--- config.mk ---
export PLATFORM = sky130hd
export DESIGN_NAME = regfile_scoreboard
export DESIGN_NICKNAME = d
export VERILOG_FILES = /design/src/rtl/regfile_scoreboard.sv
export SDC_FILE = /design/constraint.sdc
export NUM_CORES = 2
export LEC_CHECK = 0
export BUFFER_PORTS_ARGS = -buffer_cell sky130_fd_sc_hd__buf_2
export CORE_UTILIZATION = 25
export DETAILED_ROUTE_END_ITERATION = 6
export PLACE_DENSITY = 0.44
export SYNTH_ARGS = -nofsm -noshare
export SYNTH_HDL_FRONTEND = slang
export SYNTH_SLANG_ARGS = --single-unit
--- constraint.sdc ---
create_clock -name clk -period 6.72 [get_ports clk]
set_clock_uncertainty 0.05 [all_clocks]
set_input_delay 0.672 -clock clk [delete_from_list [all_inputs] [get_ports clk]]
set_output_delay 0.672 -clock clk [all_outputs]
set_load 0.05 [all_outputs]
--- src/rtl/regfile_scoreboard.sv ---
// Integer register file (x0 = 0) with a per-register busy scoreboard and a saturating write counter.
// Optional same-cycle write-to-read forwarding is enabled by defining REGFILE_BYPASS_EN.
module regfile_scoreboard #(
    parameter int NREG = 32,
    parameter int AW   = 5,
    parameter int DW   = 64
) (
    input  logic          clk,
    input  logic          reset,
    input  logic [AW-1:0] ra1,
    input  logic [AW-1:0] ra2,
    output logic [DW-1:0] rd1,
    output logic [DW-1:0] rd2,
    input  logic          issue_valid,
    input  logic [AW-1:0] issue_dst,
    input  logic          wvalid,
    input  logic [AW-1:0] wa,
    input  logic [DW-1:0] wd,
    output logic          busy1,
    output logic          busy2,
    output logic          stall,
    output logic [31:0]   wcount
);

    logic [DW-1:0]   r_regs [NREG];
    logic [NREG-1:0] r_busy;
    logic [31:0]     r_wcount;

    logic            w_wr;
    logic [NREG-1:0] w_set;
    logic [NREG-1:0] w_clr;
    logic [DW-1:0]   w_rd1;
    logic [DW-1:0]   w_rd2;
    logic            w_busy1;
    logic            w_busy2;

    assign w_wr = wvalid && (wa != '0);

    // Bit 0 is masked out of the set mask so x0 can never become busy.
    assign w_set = issue_valid ? ((NREG'(1) << issue_dst) & ~NREG'(1)) : '0;
    assign w_clr = w_wr ? (NREG'(1) << wa) : '0;

    for (genvar g = 0; g < NREG; g++) begin : g_reg
        always_ff @(posedge clk) begin
            if (!reset) begin
                r_regs[g] <= '0;
            end else if (w_wr && (wa == AW'(g))) begin
                r_regs[g] <= wd;
            end
        end
    end

    // Set is applied after clear so a new producer supersedes the retiring one.
    always_ff @(posedge clk) begin
        if (!reset) begin
            r_busy <= '0;
        end else begin
            r_busy <= (r_busy & ~w_clr) | w_set;
        end
    end

    always_ff @(posedge clk) begin
        if (!reset) begin
            r_wcount <= '0;
        end else if (w_wr && (r_wcount != '1)) begin
            r_wcount <= r_wcount + 32'd1;
        end
    end

    always_comb begin
        w_rd1   = (ra1 == '0) ? '0 : r_regs[ra1];
        w_rd2   = (ra2 == '0) ? '0 : r_regs[ra2];
        w_busy1 = r_busy[ra1];
        w_busy2 = r_busy[ra2];
`ifdef REGFILE_BYPASS_EN
        // The in-flight write both supplies the data and resolves the hazard this cycle.
        if (w_wr && (wa == ra1)) begin
            w_rd1   = wd;
            w_busy1 = 1'b0;
        end
        if (w_wr && (wa == ra2)) begin
            w_rd2   = wd;
            w_busy2 = 1'b0;
        end
`else
`endif
    end

    assign rd1    = w_rd1;
    assign rd2    = w_rd2;
    assign busy1  = w_busy1;
    assign busy2  = w_busy2;
    assign stall  = w_busy1 | w_busy2;
    assign wcount = r_wcount;

endmodule

# Word-level counts from Yosys, hierarchy flattened

Memories as Yosys holds them, arrays and structs flattened.
Index checks and enable logic that the tools add are counted.
W data, S select, Z words.

Bits of input ports: 88
Bits in writable memories: 2048
Word-level logic and storage cells: 251
Register bits: 64
Memories: 1

Memories:

| name   | words | width | read ports | clocked after Yosys merged registers in | write ports | line | text |
|---|---|---|---|---|---|---|---|
| r_regs | 32    | 64    | 2          | 0                                       | 32          | 25   | `logic [DW-1:0] r_regs [NREG];` |

Add/subtract/negate cells: 1
Reductions and logical operators: 38
Muxes and demuxes: 137
$lt $le $gt $ge: 2
Shift operators: 2
Bitwise logic cells: 36
Equal/unequal tests: 32

Operator list:

| cell                    | number |
|---|---|
| $mux W64                | 34 |
| $mux W1                 | 99 |
| $eq A5 B5 Y1 const B    | 16 |
| $mux W32                | 2 |
| $shl A1 B5 Y32 const A  | 2 |
| $eq A5 B4 Y1 const B    | 8 |
| $logic_and A1 B1 Y1     | 34 |
| $or A1 B1 Y1            | 33 |
| $add A32 B1 Y32 const B | 1 |
| $and A32 B32 Y32        | 1 |
| $ne A32 B32 Y1 const B  | 1 |
| $not A32 Y32            | 1 |
| $or A32 B32 Y32         | 1 |
| $eq A5 B3 Y1 const B    | 4 |
| $logic_not A5 Y1        | 3 |
| $lt A5 B6 Y1 const B    | 2 |
| $bmux W1 S5             | 2 |
| $eq A5 B2 Y1 const B    | 2 |
| $eq A5 B1 Y1 const B    | 1 |
| $reduce_bool A5 Y1      | 1 |

# Longest topological paths before layout

Depth after elaboration: 7
Mapped depth: 9
Gate-level depth less buffers: 6

# Worst setup path before layout

OpenSTA, ideal clock, no wires.

Path kind: input to register
From: input port wa[2]
To: register r_busy[3]
Data required time: 6.302 ns
Stages: 5
Setup slack: -0.247 ns
Arrival time: 6.549 ns
Cell sequence: buf_2 > or3_1 > or2_4 > o21ai_0 > o32ai_1

Longest elaborated chain between the ends: 6
Elaborated cells between the ends (all ways): 7
Those cells by class: shift (1); mux (1); bitwise (3); reduce/logical (2)

RTL lines:

| item                   | line | text |
|---|---|---|
| start: declaration     | 17   | `input logic [AW-1:0] wa,` |
| $reduce_bool A5 Y1     | 37   | `assign w_wr = wvalid && (wa != '0);` |
| $logic_and A1 B1 Y1    | 37   |  |
| $mux W32 *             | 41   | `assign w_clr = w_wr ? (NREG'(1) << wa) : '0;` |
| $not A32 Y32 *         | 58   | `r_busy <= (r_busy & ~w_clr) \| w_set;` |
| $and A32 B32 Y32 *     | 58   |  |
| $or A32 B32 Y32 *      | 58   |  |
| end signal: assignment | 58   |  |
| end: declaration       | 26   | `logic [NREG-1:0] r_busy;` |

Mark *: on every way between the ends. The rest lies on a longest branch, timed or not.
A chain may end at the register's enable or synchronous reset.

# Worst setup path in the final report

From: input port ra2[3]
To: output port rd2[21]

Longest elaborated chain between the ends: 2
Elaborated cells between the ends (all ways): 3
Those cells by class: mux (1); reduce/logical (1); memory (1)

RTL lines:

| item                                                       | line | text |
|---|---|---|
| start: declaration                                         | 11   | `input logic [AW-1:0] ra2,` |
| $mem_v2 Z32 W64 / $logic_not A5 Y1 (equally long branches) | n/a  |  |
| $mux W64 *                                                 | 72   | `w_rd2 = (ra2 == '0) ? '0 : r_regs[ra2];` |
| end: declaration                                           | 13   | `output logic [DW-1:0] rd2,` |

Marks and branches as above.

==> qor.yml <==
worst_pin_slew_ns: 1.44
die_height_microns: 668
numCtsBuffers: 241
clk_latency_ns: 0.93
drc: 92
synth_edf_count: 2048
ctsResizeCount: 0
area_growth_pct: 15.1
synth-seq-cells: 2112
place_ws_ns: 1.59
seq_area_frac_synth: 0.566
grt_pass1_wl_mm: 634
placed_cells: 12900
rsz0062_at_grt: "false"
tns_ns: 0
post_drt_via_cell_ratio: 5.21
syn_area_sq_mm: 0.111
crit_type: "in2out"
syn_inst: 7170
rr_endpoint: "wcount[27]$_SDFFE_PN0P_"
crit_family: "buffers and inverters"
numPortBuffers: 250
wire_per_inst_microns: 35.2
first_pass_iters: 7
num_vias: 69600
min-delay-start: "issue_dst[0]"
yosys-top-cells-area: "edfxtp_1, mux4_2, and2_1"
hold_class: "in2reg"
syn_area_per_cell_sq_um: 15.5
core_sq_mm: 0.441
grt-ovfl-total: 0
worst-path-buf-inv: 5
drt-initial-drc-count: 8124
cts-root-buf: "clkbuf_16"
ys_warn_count: 0
yosysUniqueCellTypes: 65
postRouteAntennaNets: 0
fp.dieW_microns: 668
place_area_sq_mm: 0.120
finalSetupViolCount: 0
reg2reg_depth: 5
nFillCells: 44000
clockBufferDepth: 4
crit_required_ns: 6.00
synth_ff_type: "edfxtp_1"
failed_checks: "DRC"
final_util: 0.289
finalHoldViolations: 0
fin_cells: 13400
htreeDepth: 4
critPathLaunchType: "primary input"
wirelength_mm: 470
drv_slew: 0
cap_violations: 0
post_cts_buffers: 0
synth_most_common_cell: "edfxtp_1"
dp_hpwl_mm: 269
regToRegStartpoint: "wcount[2]$_SDFFE_PN0P_"
status: "complete, but fails checks"
finalInstanceArea_sq_mm: 0.128
cts_tree: "yes"
relSlewSlack: 0.0410
grt_pass1_vias: 71100
rrSetupSlack_ns: 4.13
cts_sinks: 2112
track_usage: 0.206
rows: 244
initial_utilization: 0.251
grt_max_degree: 94
fin_nets: 7293
synth_top_area_share: 0.555
dieArea_sq_mm: 0.446
synth_commonest_cells: "edfxtp_1, and2_1, mux4_2"
finalCritPeriodShare: 0.766
cpMaxStageDelayCell: "or3b_4"
powerDensity_mw_per_mm2: 261
synth-async-reset-ratio: 0
postCtsHoldBufs: 0
leakagePower_nw: 43.0
synth.largest_area_cell: "edfxtp_1"
post-route-min-period_ns: 5.15
critPathMaxStageDelay_ns: 0.77
place_congestion: 0.796
max_freq_ghz: 0.194
path_max_fanout: 25
endpoint_kind: "primary output"
clk_pin_slew_ns: 0.06
antenna_found_initial: 92
cp.arrival_ns: 4.43
fin_ws_ns: 1.57
critical_path.cell_chain: "buf_2, buf_4, or3b_4, buf_4, o221ai_1, a211oi_1, a211oi_1, buf_4, buf_2"
cpMostUsedCell: "buf_4"
min_to: "r_busy[24]$_SDFF_PN0_"
drive_gt1_frac: 0.258
irDropWorstVdd_v: 0.000262
io_pins: 251
holdPathStages: 2
==> worst reg2reg max path: stages, from the launching register on <==
cell	delay, ns
dfxtp_1	0.45
nand4_1	0.19
a2111oi_0	0.69
o2111ai_1	0.51
or3_1	0.47
a21oi_1	0.14
==> cell type report <==
cell class	instances	area, sq um	area share
timing repair buffer	489	3860	0.0302
multi-input combinational	4320	45600	0.357
inverter	40	163	0.00127
antenna	49	123	0.000961
clock inverter	142	1390	0.0109
tap	5904	7390	0.0579
sequential	2112	62800	0.492
clock buffer	302	6290	0.0493
==> worst max path at each step <==
| stage | start | end | slack, ns | cells after the start |
|---|---|---|---|---|
| finish | ra2[3] | rd2[21] | 1.57 | 9 |
| global route | ra2[3] | rd2[21] | 1.52 | 9 |
| CTS | ra2[3] | rd2[62] | 1.59 | 8 |
| detailed placement | ra2[3] | rd2[21] | 1.59 | 9 |
| global placement | ra2[3] | rd2[62] | 1.56 | 8 |
| floorplan | wa[2] | r_busy[2]$_SDFF_PN0_ | 0.03 | 4 |
==> registers in the layout, indices dropped and copies added, names as in the netlist <==
register	cells
r_busy	32
wcount	32
r_regs	2048
==> cell families after synthesis <==
family / Yosys count / share of synthesized area
mux: 1388 / 0.238
fa+ha+maj: 1 / 0.000113
xor+xnor: 4 / 0.000316
other cells: 1 / 0.0000338
compound gates: 654 / 0.0426
buf+inv: 801 / 0.0301
flops: 2112 / 0.566
simple gates: 2209 / 0.123
==> metrics by stage <==
stage                     total power [W]  hold WS, ns
after global placement             0.0202        0.412
after global routing               0.0342       0.0422
after detailed placement           0.0203        0.417
final                              0.0333       0.0594
after CTS                          0.0336      0.00283
after floorplan                    0.0185        0.390
==> metal layers <==
layer  share of wire  GRT usage  wire, microns  up-vias
met2            0.50      0.356         234000     3088
met4           0.043     0.0800          20200       22
li1                -          -              -    28000
met5         0.00031          0            147        -
met1            0.39      0.260         186000    37800
met3           0.064     0.0289          30200      769
==> power by group <==
| part | internal [W] | switching [W] |
|---|---|---|
| registers | 0.0152 | 0.000362 |
| clock network | 0.00752 | 0.00583 |
| logic | 0.00157 | 0.00284 |
| total | 0.0243 | 0.00904 |
==> layout by cell type, fill, tap and decap left out, types with 60 or more instances in the layout <==
master	n
conb_1	64
a211oi_1	143
buf_4	183
and2_1	1989
clkbuf_16	241
mux2i_1	388
buf_2	240
mux4_2	995
edfxtp_1	2048
dfxtp_1	64
a21o_1	64
o221ai_1	60
o22ai_1	138
Power figures use the tool's default switching activity.
